**config.mk**
```make
export PLATFORM = sky130hd
export DESIGN_NAME = sim_check_monitor
export DESIGN_NICKNAME = d
export VERILOG_FILES = /design/src/rtl/sim_check_monitor_pkg.sv /design/src/rtl/sim_check_fifo.sv /design/src/rtl/sim_check_monitor.sv
export SDC_FILE = /design/constraint.sdc
export NUM_CORES = 1
export LEC_CHECK = 0
export CAP_MARGIN = 20
export CORE_ASPECT_RATIO = 0.7
export CORE_MARGIN = 2
export CORE_UTILIZATION = 41
export CTS_BUF_LIST = sky130_fd_sc_hd__clkbuf_2 sky130_fd_sc_hd__clkbuf_4 sky130_fd_sc_hd__clkbuf_8
export CTS_CLUSTER_DIAMETER = 200
export DETAILED_ROUTE_END_ITERATION = 8
export PLACE_DENSITY = 0.6
export SYNTH_ARGS = -nofsm -noshare
export SYNTH_HDL_FRONTEND = slang
export SYNTH_SLANG_ARGS = --single-unit
```
**constraint.sdc**
```tcl
create_clock -name iCLOCK -period 24 [get_ports iCLOCK]
set_clock_uncertainty 0.2 [all_clocks]
set_input_delay 4.8 -clock iCLOCK [delete_from_list [all_inputs] [get_ports iCLOCK]]
set_output_delay 4.8 -clock iCLOCK [all_outputs]
set_load 0.01 [all_outputs]
```
**src/rtl/sim_check_monitor_pkg.sv**
```systemverilog
// ============================================================================
// sim_check_monitor_pkg : shared offsets, state encoding and helpers
// Rev 1.0 - initial release
// ============================================================================
`default_nettype none

package sim_check_monitor_pkg;

   localparam int          C_REC_W      = 128;
   localparam logic [1:0]  C_ORDER_WORD = 2'h2;

   localparam logic [4:0]  C_OFF_FLAG   = 5'h00;
   localparam logic [4:0]  C_OFF_FINISH = 5'h04;
   localparam logic [4:0]  C_OFF_LOG    = 5'h08;
   localparam logic [4:0]  C_OFF_TYPE   = 5'h0C;
   localparam logic [4:0]  C_OFF_INDEX  = 5'h10;
   localparam logic [4:0]  C_OFF_RESULT = 5'h14;
   localparam logic [4:0]  C_OFF_EXPECT = 5'h18;

   typedef enum logic [1:0] {
      ST_RUN  = 2'd0,
      ST_DONE = 2'd1,
      ST_TMO  = 2'd2
   } state_t;

   function automatic logic [31:0] byte_swap(input logic [31:0] v);
      return {v[7:0], v[15:8], v[23:16], v[31:24]};
   endfunction

   function automatic logic [31:0] sat_inc(input logic [31:0] v);
      return (v == 32'hFFFF_FFFF) ? v : v + 32'd1;
   endfunction

endpackage

`default_nettype wire

```
**src/rtl/sim_check_fifo.sv**
```systemverilog
// ============================================================================
// sim_check_fifo : error-record queue with combinational head
// Rev 1.0 - initial release
// ============================================================================
`default_nettype none

module sim_check_fifo #(
   parameter int P_WIDTH = 128,
   parameter int P_DEPTH = 8
)(
   input  logic               iCLOCK,
   input  logic               inRESET,
   input  logic               push,
   input  logic [P_WIDTH-1:0] data,
   input  logic               pop,
   output logic [P_WIDTH-1:0] head,
   output logic               empty,
   output logic               full
);

   localparam int           C_AW      = $clog2(P_DEPTH);
   localparam logic [C_AW:0] C_PTR_ONE = 1;

   logic [P_WIDTH-1:0] r_mem [P_DEPTH];
   logic [C_AW:0]      r_wr_ptr;
   logic [C_AW:0]      r_rd_ptr;
   logic               w_pop_ok;
   logic               w_push_ok;

   // Extra pointer MSB separates full from empty when the index bits match.
   assign empty     = (r_wr_ptr == r_rd_ptr);
   assign full      = (r_wr_ptr[C_AW] != r_rd_ptr[C_AW]) &&
                      (r_wr_ptr[C_AW-1:0] == r_rd_ptr[C_AW-1:0]);
   assign w_pop_ok  = pop & ~empty;
   assign w_push_ok = push & (~full | w_pop_ok);
   assign head      = r_mem[r_rd_ptr[C_AW-1:0]];

   always_ff @(posedge iCLOCK) begin
      if (w_push_ok) begin
         r_mem[r_wr_ptr[C_AW-1:0]] <= data;
      end
   end

   always_ff @(posedge iCLOCK or negedge inRESET) begin
      if (!inRESET) begin
         r_wr_ptr <= '0;
         r_rd_ptr <= '0;
      end else begin
         if (w_push_ok) begin
            r_wr_ptr <= r_wr_ptr + C_PTR_ONE;
         end
         if (w_pop_ok) begin
            r_rd_ptr <= r_rd_ptr + C_PTR_ONE;
         end
      end
   end

endmodule

`default_nettype wire

```
**src/rtl/sim_check_monitor.sv**
```systemverilog
// ============================================================================
// sim_check_monitor : bus snooper turning mailbox writes into check verdicts
// Rev 1.0 - initial release
// ============================================================================
`default_nettype none

module sim_check_monitor
   import sim_check_monitor_pkg::*;
#(
   parameter logic [31:0] P_BASE_ADDR  = 32'h0002_0000,
   parameter bit          P_BYTE_SWAP  = 1'b1,
   parameter int          P_FIFO_DEPTH = 8,
   parameter logic [31:0] P_TIMEOUT    = 32'd750000
)(
   input  logic        iCLOCK,
   input  logic        inRESET,
   input  logic        iMEMORY_REQ,
   input  logic        iMEMORY_LOCK,
   input  logic [1:0]  iMEMORY_ORDER,
   input  logic        iMEMORY_RW,
   input  logic [31:0] iMEMORY_ADDR,
   input  logic [31:0] iMEMORY_DATA,
   input  logic        iERR_RD,
   output logic        oERR_EMPTY,
   output logic [31:0] oERR_TYPE,
   output logic [31:0] oERR_INDEX,
   output logic [31:0] oERR_RESULT,
   output logic [31:0] oERR_EXPECT,
   output logic        oERR_OVERFLOW,
   output logic        oLOG_VALID,
   output logic [31:0] oLOG_DATA,
   output logic [31:0] oCHECK_COUNT,
   output logic [31:0] oFAIL_COUNT,
   output logic        oFINISH,
   output logic        oPASS,
   output logic        oTIMEOUT
);

   localparam logic [31:0] C_TMO_LAST = P_TIMEOUT - 32'd1;
   localparam logic [26:0] C_WINDOW   = P_BASE_ADDR[31:5];

   state_t             r_state;
   state_t             w_state_next;
   logic [31:0]        r_cycle_count;
   logic [31:0]        r_check_count;
   logic [31:0]        r_fail_count;
   logic [31:0]        r_type;
   logic [31:0]        r_index;
   logic [31:0]        r_result;
   logic [31:0]        r_expect;
   logic [31:0]        r_log_data;
   logic               r_log_valid;
   logic               r_overflow;

   logic [31:0]        w_data;
   logic [4:0]         w_offset;
   logic               w_accept;
   logic               w_flag_wr;
   logic               w_flag_fail;
   logic               w_finish_wr;
   logic               w_log_wr;
   logic               w_tmo_hit;
   logic               w_pop_ok;
   logic               w_drop;
   logic [C_REC_W-1:0] w_head;
   logic               w_empty;
   logic               w_full;

   generate
      if (P_BYTE_SWAP) begin : g_swap
         assign w_data = byte_swap(iMEMORY_DATA);
      end else begin : g_raw
         assign w_data = iMEMORY_DATA;
      end
   endgenerate

   assign w_offset    = iMEMORY_ADDR[4:0];
   assign w_accept    = iMEMORY_REQ & ~iMEMORY_LOCK & iMEMORY_RW &
                        (iMEMORY_ORDER == C_ORDER_WORD) &
                        (iMEMORY_ADDR[31:5] == C_WINDOW) &
                        (iMEMORY_ADDR[1:0] == 2'b00) &
                        (r_state == ST_RUN);
   assign w_flag_wr   = w_accept & (w_offset == C_OFF_FLAG);
   assign w_flag_fail = w_flag_wr & ~w_data[0];
   assign w_finish_wr = w_accept & (w_offset == C_OFF_FINISH);
   assign w_log_wr    = w_accept & (w_offset == C_OFF_LOG);
   assign w_tmo_hit   = (P_TIMEOUT != 32'd0) && (r_cycle_count == C_TMO_LAST);

   // A pop frees a slot on the same edge, so only an unaccompanied push drops.
   assign w_pop_ok    = iERR_RD & ~w_empty;
   assign w_drop      = w_flag_fail & w_full & ~w_pop_ok;

   always_ff @(posedge iCLOCK or negedge inRESET) begin
      if (!inRESET) begin
         r_state <= ST_RUN;
      end else begin
         r_state <= w_state_next;
      end
   end

   always_comb begin
      w_state_next = r_state;
      case (r_state)
         ST_RUN: begin
            if (w_finish_wr) begin
               w_state_next = ST_DONE;
            end else if (w_tmo_hit) begin
               w_state_next = ST_TMO;
            end
         end
         ST_DONE: w_state_next = ST_DONE;
         ST_TMO:  w_state_next = ST_TMO;
         default: w_state_next = ST_RUN;
      endcase
   end

   always_comb begin
      oFINISH  = 1'b0;
      oTIMEOUT = 1'b0;
      oPASS    = 1'b0;
      case (r_state)
         ST_DONE: begin
            oFINISH = 1'b1;
            oPASS   = (r_fail_count == 32'd0) && (r_check_count != 32'd0);
         end
         ST_TMO: begin
            oFINISH  = 1'b1;
            oTIMEOUT = 1'b1;
         end
         default: ;
      endcase
   end

   always_ff @(posedge iCLOCK or negedge inRESET) begin
      if (!inRESET) begin
         r_cycle_count <= '0;
         r_check_count <= '0;
         r_fail_count  <= '0;
         r_overflow    <= 1'b0;
      end else begin
         if (r_state == ST_RUN) begin
            r_cycle_count <= sat_inc(r_cycle_count);
         end
         if (w_flag_wr) begin
            r_check_count <= sat_inc(r_check_count);
         end
         if (w_flag_fail) begin
            r_fail_count <= sat_inc(r_fail_count);
         end
         if (w_drop) begin
            r_overflow <= 1'b1;
         end
      end
   end

   always_ff @(posedge iCLOCK or negedge inRESET) begin
      if (!inRESET) begin
         r_type      <= '0;
         r_index     <= '0;
         r_result    <= '0;
         r_expect    <= '0;
         r_log_data  <= '0;
         r_log_valid <= 1'b0;
      end else begin
         r_log_valid <= w_log_wr;
         if (w_log_wr) begin
            r_log_data <= w_data;
         end
         if (w_accept) begin
            case (w_offset)
               C_OFF_TYPE:   r_type   <= w_data;
               C_OFF_INDEX:  r_index  <= w_data;
               C_OFF_RESULT: r_result <= w_data;
               C_OFF_EXPECT: r_expect <= w_data;
               default: ;
            endcase
         end
      end
   end

   sim_check_fifo #(
      .P_WIDTH (C_REC_W),
      .P_DEPTH (P_FIFO_DEPTH)
   ) u_fifo (
      .iCLOCK  (iCLOCK),
      .inRESET (inRESET),
      .push    (w_flag_fail),
      .data    ({r_type, r_index, r_result, r_expect}),
      .pop     (iERR_RD),
      .head    (w_head),
      .empty   (w_empty),
      .full    (w_full)
   );

   // Stale storage is masked so an empty queue always presents zeros.
   assign oERR_EMPTY    = w_empty;
   assign oERR_TYPE     = w_empty ? 32'd0 : w_head[127:96];
   assign oERR_INDEX    = w_empty ? 32'd0 : w_head[95:64];
   assign oERR_RESULT   = w_empty ? 32'd0 : w_head[63:32];
   assign oERR_EXPECT   = w_empty ? 32'd0 : w_head[31:0];
   assign oERR_OVERFLOW = r_overflow;
   assign oLOG_VALID    = r_log_valid;
   assign oLOG_DATA     = r_log_data;
   assign oCHECK_COUNT  = r_check_count;
   assign oFAIL_COUNT   = r_fail_count;

endmodule

`default_nettype wire

```
=== After elaboration in Yosys (flattened, before gate mapping) ===
Memories as Yosys holds them, arrays and structs flattened.
Cells that the tools add are included.

* Mux-type cells: 12
* Equality and inequality tests: 18
* Bitwise operators: 23
* Reduce and logical (&&, ||, !) cells: 15
* Add/subtract/negate cells: 5

{| class="wikitable"
|+ Operator list
! operator !! number
|-
| $mux W32 || 4
|-
| $add A32 B1 Y32 const B || 3
|-
| $eq A32 B32 Y1 const B || 3
|-
| $eq A32 B20 Y1 const B || 1
|-
| $logic_not A32 Y1 || 1
|-
| $reduce_bool A32 Y1 || 1
|-
| $eq A27 B13 Y1 const B || 1
|-
| $eq A5 B5 Y1 const B || 3
|-
| $and A1 B1 Y1 || 14
|-
| $reduce_and A2 Y1 || 7
|-
| $eq A5 B4 Y1 const B || 2
|-
| $add A4 B1 Y4 const B || 2
|-
| $not A1 Y1 || 8
|-
| $pmux W2 S3 || 1
|-
| $eq A5 B3 Y1 const B || 1
|-
| $logic_not A5 Y1 || 1
|-
| $mux W1 || 5
|-
| $eq A2 B2 Y1 const B || 2
|-
| $eq A4 B4 Y1 || 1
|-
| $logic_not A2 Y1 || 2
|-
| $mux W2 || 2
|-
| $eq A3 B3 Y1 || 1
|-
| $ne A3 B3 Y1 const B || 1
|-
| $eq A2 B1 Y1 const B || 1
|-
| 4 further kinds || 5
|}

* Memories: 1
* Input port bits: 72
* Word-level logic and storage cells: 87
* Memory bits (writable): 1,024
* Flip-flop bits (word level): 268
* Output and inout port bits: 230

{| class="wikitable"
|+ Memory list
! name !! depth !! width !! rd ports !! clocked after memory_dff !! write ports !! RTL line !! RTL
|-
| u_fifo.r_mem || 8 || 128 || 1 || 0 || 1 || sim_check_fifo.sv:24 || <nowiki>logic [P_WIDTH-1:0] r_mem [P_DEPTH];</nowiki>
|}

=== Depth between registers and ports, before layout ===
Gate-level depths: netlist of run 1.

* Depth in word-level cells: 12
* Depth in mapped cells: 9
* Depth with buffers taken out: 7

=== By module ===
Synthesis of run 1 repeated with hierarchy kept, for this count alone.

* Cells, all modules: 2,588
* Area total of the unflattened synthesis: 51,657.0 µm²

{| class="wikitable"
|+ By module, submodules not included
! module !! instances !! area each (µm²) !! cells an instance !! seq. area each (µm²)
|-
| sim_check_fifo || 1 || 39,370.3 || 1,538 || 30,949.7
|-
| sim_check_monitor || 1 || 12,286.8 || 1,050 || 6,506.2
|}

=== Worst setup path after synthesis of run 1 ===
No wires, ideal clock.

* Path type: input -> register
* From: input iMEMORY_ADDR[1]
* To: memory u_fifo.r_mem[0][0], enable pin
* Library setup time: 772 ps
* Required time: 23,028 ps
* Arrival: 14,942 ps
* Setup slack: 8,087 ps
* Path buffers: 0
* Stages: 6
* Path through: nor4_2 > nand2_1 > nor4_1 > and2_1 > nand2b_1 > nor3_1

* Word-level cells in the longest chain between the ends: 8
* Elaborated cells on any way between the ends: 9
* Those cells by class: mux: 2; bitwise: 5; reduce/logical: 2

{| class="wikitable"
|+ Ends and longest elaborated chain
! element !! RTL line !! RTL
|-
| start, declared || sim_check_monitor.sv:21 || <nowiki>input logic [31:0] iMEMORY_ADDR,</nowiki>
|-
| $logic_not A2 Y1 || sim_check_monitor.sv:81 || <nowiki>(iMEMORY_ADDR[1:0] == 2'b00) &</nowiki>
|-
| $and A1 B1 Y1 || sim_check_monitor.sv:80 || <nowiki>(iMEMORY_ADDR[31:5] == C_WINDOW) &</nowiki>
|-
| $and A1 B1 Y1 || sim_check_monitor.sv:81 ||
|-
| $and A1 B1 Y1 (*) || sim_check_monitor.sv:83 || <nowiki>assign w_flag_wr = w_accept & (w_offset == C_OFF_FLAG);</nowiki>
|-
| $and A1 B1 Y1 (*) || sim_check_monitor.sv:84 || <nowiki>assign w_flag_fail = w_flag_wr & ~w_data[0];</nowiki>
|-
| $and A1 B1 Y1 (*) || sim_check_fifo.sv:35 || <nowiki>assign w_push_ok = push & (~full | w_pop_ok);</nowiki>
|-
| $mux W1 (*) || sim_check_fifo.sv:39 || <nowiki>if (w_push_ok) begin</nowiki>
|-
| $mux W1 (not written as such) (*) || sim_check_fifo.sv:40 || <nowiki>r_mem[r_wr_ptr[C_AW-1:0]] <= data;</nowiki>
|-
| end, declared || sim_check_fifo.sv:24 ||
|}

Every way passes the cells marked *; elsewhere a longest branch is shown, timed or not.

=== Worst setup path in the final report of run 1 ===
* From: register u_fifo.r_rd_ptr[1]
* To: output oERR_RESULT[19]

* Word-level cells in the longest chain between the ends: 2
* Elaborated cells on any way between the ends: 3
* Those cells by class: eq/ne: 1; mux: 1; memory: 1

{| class="wikitable"
|+ Ends and longest elaborated chain
! element !! RTL line !! RTL
|-
| start, declared || sim_check_fifo.sv:26 || <nowiki>logic [C_AW:0] r_rd_ptr;</nowiki>
|-
| start signal, assigned || sim_check_fifo.sv:53 || <nowiki>r_rd_ptr <= r_rd_ptr + C_PTR_ONE;</nowiki>
|-
| $mem_v2 Z8 W128 / $eq A4 B4 Y1 (equally long branches) || n/a ||
|-
| $mux W32 (*) || sim_check_monitor.sv:199 || <nowiki>assign oERR_RESULT = w_empty ? 32'd0 : w_head[63:32];</nowiki>
|-
| end, declared || sim_check_monitor.sv:27 || <nowiki>output logic [31:0] oERR_RESULT,</nowiki>
|}

Marked as above.

==> results.yml, run 1 <==
detailed_routing:
  dr_total_vias: 25342
  vias_per_cell: 5.36
  drtPass1Iterations: 5
  ant_nets: 0
  detail_route.wirelength_mm: 122
  post-route-drc-count: 0
  initialDrtViolationCount: 2401
  wire_per_inst_um: 25.7
global_route:
  grt_pass1_vias: 26801
  grt_antenna_before_repair: 10
  pin_count_of_the_biggest_net_entering_global_routing: 130
  gr-total-overflow: 0
  first_pass_grt_wire_length_mm: 179
  grt_util_all_layers: 0.193
layout:
  layout_commonest_cell: "sky130_fd_sc_hd__edfxtp_1"
  final_nets: 2999
  finish.instance_area_mm2: 0.0596
  most-common-layout-cells: "1024 x sky130_fd_sc_hd__edfxtp_1, 300 x sky130_fd_sc_hd__clkdlybuf4s50_1, 265 x sky130_fd_sc_hd__dfrtp_1"
  syn2layout_area_growth_pct: 17.9
  fillerInstances: 9920
  post-route-util: 0.489
  drive_above_1_share: 0.268
clock_tree:
  root_buffer: "sky130_fd_sc_hd__clkbuf_8"
  clk_transition_reported_paths_ps: 60
  tritoncts_sink_count: 1292
  htree_levels: 4
  cts_buffers: 193
  post_cts_resize_count: 0
  post_cts_hold_buffers: 0
  skew_pair_late_insertion_delay_ps: 870
  tritoncts_clock_tree: "built"
  ctsLongestPathBuffers: 3
  postCtsSetupRepairBufs: 0
sta:
  tightestPinTransition_ps: 1100
  finalWorstPathRequiredPeriod_ps: 9910
  slew_viol_final: 0
  achievable-frequency_ghz: 0.101
  worst_slew_margin_rel: 0.265
  hold-worst-slack_ps: 259
  layout_worst_path_cycle_share: 0.413
  final.setup.tns_ps: 0
  setup_violations: 0
  report.final.hold_viol_count: 0
  setup_repair_after_global_routing_missed_its_margin: "false"
yosys:
  mappedNetlistNets: 2588
  netlist_instances: 2506
  synthXorXnorAreaFrac: 0.0177
  ys_seq_area_frac: 0.741
  synth.mux.area_fraction: 0.182
  ys_async_sr_fraction: 0.207
  synth_compound_gate_area_share: 0.00228
  synth_top_family_by_area: "multiplexers"
  yosys_warnings: 0
  synth_enable_flop_cells: 1024
  synth_fa_ha_area_frac: 0.00248
  area_of_the_mapped_netlist_mm2: 0.0505
  ys_ff_latch: 1292
  synth_area_per_cell_um2: 20.2
  yosysUniqueCellTypes: 55
  most_common_flop_cell_mapped_by_yosys: "sky130_fd_sc_hd__edfxtp_1"
  post_synth_and_or_nand_nor_area_fraction: 0.0421
power:
  power.share.switching: 0.249
  switching_power_mw: 1.21
  power_frac_clock: 0.384
  report.power.total_mw: 4.87
  cellLeakagePower_nw: 24.1
  power_density_mw_per_mm2: 81.7
  power_report.internal_total_mw: 3.66
  power_frac_comb: 0.112
  power.share.sequential: 0.503
  ir_drop_v: 0.0000911
worst_setup_path:
  worst_setup_path_end_kind: "primary output"
  crit_type: "flop to primary output"
  critical_path.max_stage_delay_ps: 1000
  critical_path.startpoint_type: "flop"
  critPathArrivalTime_ps: 4910
  critical_path_peak_fanout: 68
  cpMaxStageDelayCell: "sky130_fd_sc_hd__dfrtp_4"
  critPathBufInv: 3
  worstPathRequired_ps: 19000
  worst_path_most_repeated_cell: "sky130_fd_sc_hd__buf_4"
  crit_family: "buffers and inverters"
  timing.critical_path.cells: "xnor2_1 > nand3_1 > nor2b_4 > buf_4 > buf_4 > nor2_1 > clkdlybuf4s50_1"
floorplan:
  die_height_um: 298
  fp-row-count: 107
  die_width_um: 424
  start_util: 0.414
  io-pin-count: 302
  design.core.area_mm2: 0.122
  dieArea_mm2: 0.126
placed_design:
  placed_cell_area_mm2: 0.0555
  dp_hpwl_mm: 67.0
  routabilityCongestion: 0.824
  port_bufs: 301
worst_hold_path:
  hp-class: "flop to flop"
flow_run:
  max_cap_violations: 0
status:
  outcome: "finished clean"
==> layout make-up <==
class	count	area, um^2	share of cell area
Multi-Input combinational cell	1085	12500	0.210
Timing Repair Buffer	330	3370	0.0565
Sequential cell	1292	37500	0.629
Tap cell	1635	2050	0.0343
Clock inverter	79	619	0.0104
Clock buffer	288	3500	0.0587
Inverter	15	56.3	0.000945
Antenna cell	6	15.0	0.000252
==> routing by layer <==
metal  GRT usage  vias to the layer above  wire length [um]
li1            -                    10887                 -
met3      0.0370                      195              7380
met4      0.0641                        0              2980
met1       0.277                    13421             54300
met5           0                        -                 0
met2       0.299                      839             57200
==> worst reg2reg max path: stages (launching register included) <==
cell,delay (ps)
sky130_fd_sc_hd__dfrtp_1,420
sky130_fd_sc_hd__inv_1,120
sky130_fd_sc_hd__ha_1,390
sky130_fd_sc_hd__nand4_1,230
sky130_fd_sc_hd__nor4_1,370
sky130_fd_sc_hd__buf_4,210
sky130_fd_sc_hd__and2_1,190
sky130_fd_sc_hd__nand2b_1,250
sky130_fd_sc_hd__nor3_2,300
sky130_fd_sc_hd__buf_4,500
sky130_fd_sc_hd__buf_4,790
==> flip-flops by register name, summed over array words and instances, names as in the netlist, 2 cells and up <==
signal,count
oFAIL_COUNT,32
r_expect,32
u_fifo.r_mem,1024
u_fifo.r_rd_ptr,4
r_state,2
r_type,32
oCHECK_COUNT,32
r_cycle_count,32
oLOG_DATA,32
u_fifo.r_wr_ptr,4
r_result,32
r_index,32
==> cells in the mapped netlist (9+ instances only) <==
cell type,n,area [um^2]
sky130_fd_sc_hd__xnor2_1,85,744
sky130_fd_sc_hd__and4_1,10,87.6
sky130_fd_sc_hd__nand3_1,60,300
sky130_fd_sc_hd__mux4_2,256,5770
sky130_fd_sc_hd__xor2_1,17,149
sky130_fd_sc_hd__buf_1,39,146
sky130_fd_sc_hd__mux2_4,80,1200
sky130_fd_sc_hd__dfrtp_1,268,6710
sky130_fd_sc_hd__nand4_1,38,238
sky130_fd_sc_hd__nor2_1,161,604
sky130_fd_sc_hd__nor4_1,25,156
sky130_fd_sc_hd__and3_1,21,131
sky130_fd_sc_hd__edfxtp_1,1024,30700
sky130_fd_sc_hd__nor3_1,14,70.1
sky130_fd_sc_hd__nand2_1,47,176
sky130_fd_sc_hd__buf_2,12,60.1
sky130_fd_sc_hd__buf_6,9,101
sky130_fd_sc_hd__mux2i_1,128,1280
sky130_fd_sc_hd__clkbuf_1,46,173
sky130_fd_sc_hd__mux2_2,82,923
sky130_fd_sc_hd__ha_1,10,125
sky130_fd_sc_hd__inv_1,15,56.3
==> metrics by stage <==
stage	setup slack, ps	instances
2_1_floorplan	8090	2506
3_3_place_gp	14030	4354
3_5_place_dp	14810	4357
4_1_cts	13860	4724
5_1_grt	13700	4729
6_report	14090	4730
==> cells by family after synthesis <==
family,Yosys count
flip-flops,1292
multiplexers,547
AND/OR/NAND/NOR,411
buffers and inverters,129
XOR/XNOR,102
AO/OA/AOI/OAI,15
adder cells (fa/ha/maj),10
==> power by group through the flow <==
| stage | registers [mW] | logic, mW | clock network, mW |
|---|---|---|---|
| 6_report | 2.45 | 0.548 | 1.87 |
| 3_3_place_gp | 2.50 | 0.566 | 0 |
| 4_1_cts | 2.45 | 0.567 | 1.92 |
| 3_5_place_dp | 2.50 | 0.568 | 0 |
| 5_1_grt | 2.46 | 0.588 | 2.02 |
| 2_1_floorplan | 2.44 | 0.457 | 0 |
==> final timing paths <==
path,start,slack (ps),end,cells after the start
max,u_fifo.r_rd_ptr[1]$_DFFE_PN0P_,14090,oERR_RESULT[19],7
min,oERR_OVERFLOW$_DFFE_PN0P_,260,oERR_OVERFLOW$_DFFE_PN0P_,1
max reg2reg,r_state[1]$_DFFE_PN0P_,19650,u_fifo.r_mem[0][48]$_DFFE_PP_,10
min reg2reg,oERR_OVERFLOW$_DFFE_PN0P_,260,oERR_OVERFLOW$_DFFE_PN0P_,1
max in group asynchronous,inRESET,18310,u_fifo.r_rd_ptr[0]$_DFFE_PN0P_,2
min in group asynchronous,inRESET,3750,oCHECK_COUNT[13]$_DFFE_PN0P_,1
(Power assumes the default switching activity.)
==> run 2, diff against run 1 <==
Clock period 24 ns to 9.8 ns, I/O delays scaled along.
==> run 2 against run 1 <==
Against the previous run: global-route usage is 0.13 points lower; sequential power is 140% higher; hold slack better by 22 ps; power is 140% higher; combinational power grew to 2.6 times the previous value; count of clock-buffer cells in the layout shrank 11; routed wire length decreased by 0.82%; via count decreased by 0.59%; critical path depth fell by 2; largest cell class unchanged; largest power group unchanged.
==> results.yml, run 2 (synthesis results as in run 1) <==
status:
  outcome: "finished clean"
worst_setup_path:
  worstPathRequired_ps: 7640
  rr_startpoint: "r_state[1]$_DFFE_PN0P_"
  crit_type: "flop to primary output"
  worst_setup_path_end_kind: "primary output"
  reg2reg_to: "oLOG_DATA[18]$_DFFE_PN0P_"
  setup.reg_to_reg.worst_slack_ps: 5900
  critical_path_peak_fanout: 68
  critical_path.startpoint_type: "flop"
  r2r.worst_path.cells: 7
  critPathArrivalTime_ps: 4460
power:
  power_frac_comb: 0.119
  power_report.internal_total_mw: 8.84
  power_frac_clock: 0.379
  switching_power_mw: 3.03
  power.share.switching: 0.256
  power_density_mw_per_mm2: 199
  ir_drop_v: 0.000231
  cellLeakagePower_nw: 24.0
  power.share.sequential: 0.503
detailed_routing:
  detail_route.wirelength_mm: 121
  vias_per_cell: 5.34
  wirelength_met1_mm: 53.2
  met2_length_mm: 58.8
  wire_per_inst_um: 25.6
  drtPass1Iterations: 5
  post-route-drc-count: 0
  route.met3.wl_mm: 6.72
  routed.top_layer: "met5"
  initialDrtViolationCount: 2077
  ant_nets: 0
  dr_total_vias: 25192
global_route:
  grt_pass1_vias: 26976
  gr-total-overflow: 0
  pin_count_of_the_biggest_net_entering_global_routing: 153
  grt_antenna_before_repair: 3
  grt_util_all_layers: 0.192
  first_pass_grt_wire_length_mm: 178
clock_tree:
  tritoncts_clock_tree: "built"
  post_cts_resize_count: 0
  clk_transition_reported_paths_ps: 70
  tritoncts_sink_count: 1292
  skew_pair_late_insertion_delay_ps: 890
  post_cts_hold_buffers: 0
  ctsLongestPathBuffers: 3
  root_buffer: "sky130_fd_sc_hd__clkbuf_8"
  postCtsSetupRepairBufs: 0
  cts_buffers: 194
  htree_levels: 4
sta:
  setup_repair_after_global_routing_missed_its_margin: "false"
  layout_worst_path_cycle_share: 0.676
  tightestPinTransition_ps: 1070
  report.final.hold_viol_count: 0
  slew_viol_final: 0
  achievable-frequency_ghz: 0.151
  finalWorstPathRequiredPeriod_ps: 6620
  final.setup.tns_ps: 0
  setup_violations: 0
  worst_slew_margin_rel: 0.286
worst_hold_path:
  min_delay_worst_endpoint: "oERR_OVERFLOW$_DFFE_PN0P_"
  worst_min_delay_path_startpoint: "oERR_OVERFLOW$_DFFE_PN0P_"
  hold_path_cell_cnt: 1
  hp-class: "flop to flop"
layout:
  layout_cells_excl_fill: 4721
  drive_above_1_share: 0.259
  final_nets: 2996
  layout_commonest_cell: "sky130_fd_sc_hd__edfxtp_1"
  most-common-layout-cells: "1024 x sky130_fd_sc_hd__edfxtp_1, 300 x sky130_fd_sc_hd__clkdlybuf4s50_1, 265 x sky130_fd_sc_hd__dfrtp_1"
  largest_reg_flops: 1024
  syn2layout_area_growth_pct: 17.9
floorplan:
  io-pin-count: 302
  start_util: 0.414
  design.core.area_mm2: 0.122
  dieArea_mm2: 0.126
  fp-row-count: 107
  die_width_um: 424
  die_height_um: 298
flow_run:
  max_cap_violations: 0
placed_design:
  place.detailed.instances: 4351
  routabilityCongestion: 0.782
  port_bufs: 301
  dp_hpwl_mm: 62.6
==> run 2: metal layers <==
| metal | vias up | GRT usage |
|---|---|---|
| met5 | - | 0 |
| met4 | 4 | 0.0547 |
| met3 | 168 | 0.0375 |
| met2 | 723 | 0.308 |
| met1 | 13436 | 0.268 |
| li1 | 10861 | - |
==> run 2: critical path: stages, from the launching register on <==
cell	delay (ps)
sky130_fd_sc_hd__dfrtp_4	890
sky130_fd_sc_hd__buf_4	960
sky130_fd_sc_hd__mux4_2	420
sky130_fd_sc_hd__mux2i_1	570
sky130_fd_sc_hd__nor2_1	140
sky130_fd_sc_hd__clkdlybuf4s50_1	530
==> run 2: through the flow <==
step / hold slack (ps) / cell area [um^2] / utilization / total power, mW / worst slack, ps
floorplan: 255 / 50500 / - / 7.09 / 164
global placement: 257 / 55500 / 0.455 / 7.51 / 3880
detailed placement: 270 / 55500 / 0.455 / 7.52 / 3890
CTS: 287 / 59500 / 0.488 / 12.0 / 2860
global route: 300 / 59600 / 0.488 / 12.4 / 3000
finish: 281 / 59600 / 0.488 / 11.9 / 3180
==> run 2: worst max-delay path by stage <==
stage,from,end,cells after the start
detailed placement,u_fifo.r_rd_ptr[0]$_DFFE_PN0P_,oERR_TYPE[25],5
global placement,u_fifo.r_rd_ptr[0]$_DFFE_PN0P_,oERR_TYPE[25],5
CTS,u_fifo.r_rd_ptr[0]$_DFFE_PN0P_,oERR_TYPE[25],5
finish,u_fifo.r_rd_ptr[1]$_DFFE_PN0P_,oERR_EXPECT[21],5
global route,u_fifo.r_rd_ptr[1]$_DFFE_PN0P_,oERR_INDEX[29],5
floorplan,iMEMORY_ADDR[1],u_fifo.r_mem[4][0]$_DFFE_PP_,6
==> run 2: cell type report <==
cell class,instances,area (um^2)
diodes,3,7.51
clock buffers,277,3450
clock inverters,88,584
fillers,9903,62400
inverters,15,56.3
multi-input cells,1085,12500
flip-flops and latches,1292,37500
well taps,1635,2050
repair buffers,326,3420
==> run 2: power groups by stage <==
stage                     Combinational (mW)  Clock, mW  Sequential [mW]
after floorplan                         1.12          0             5.98
after global placement                  1.38          0             6.13
after detailed placement                1.39          0             6.13
after CTS                               1.39       4.63             6.02
after global routing                    1.51       4.87             5.97
final                                   1.41       4.50             5.97
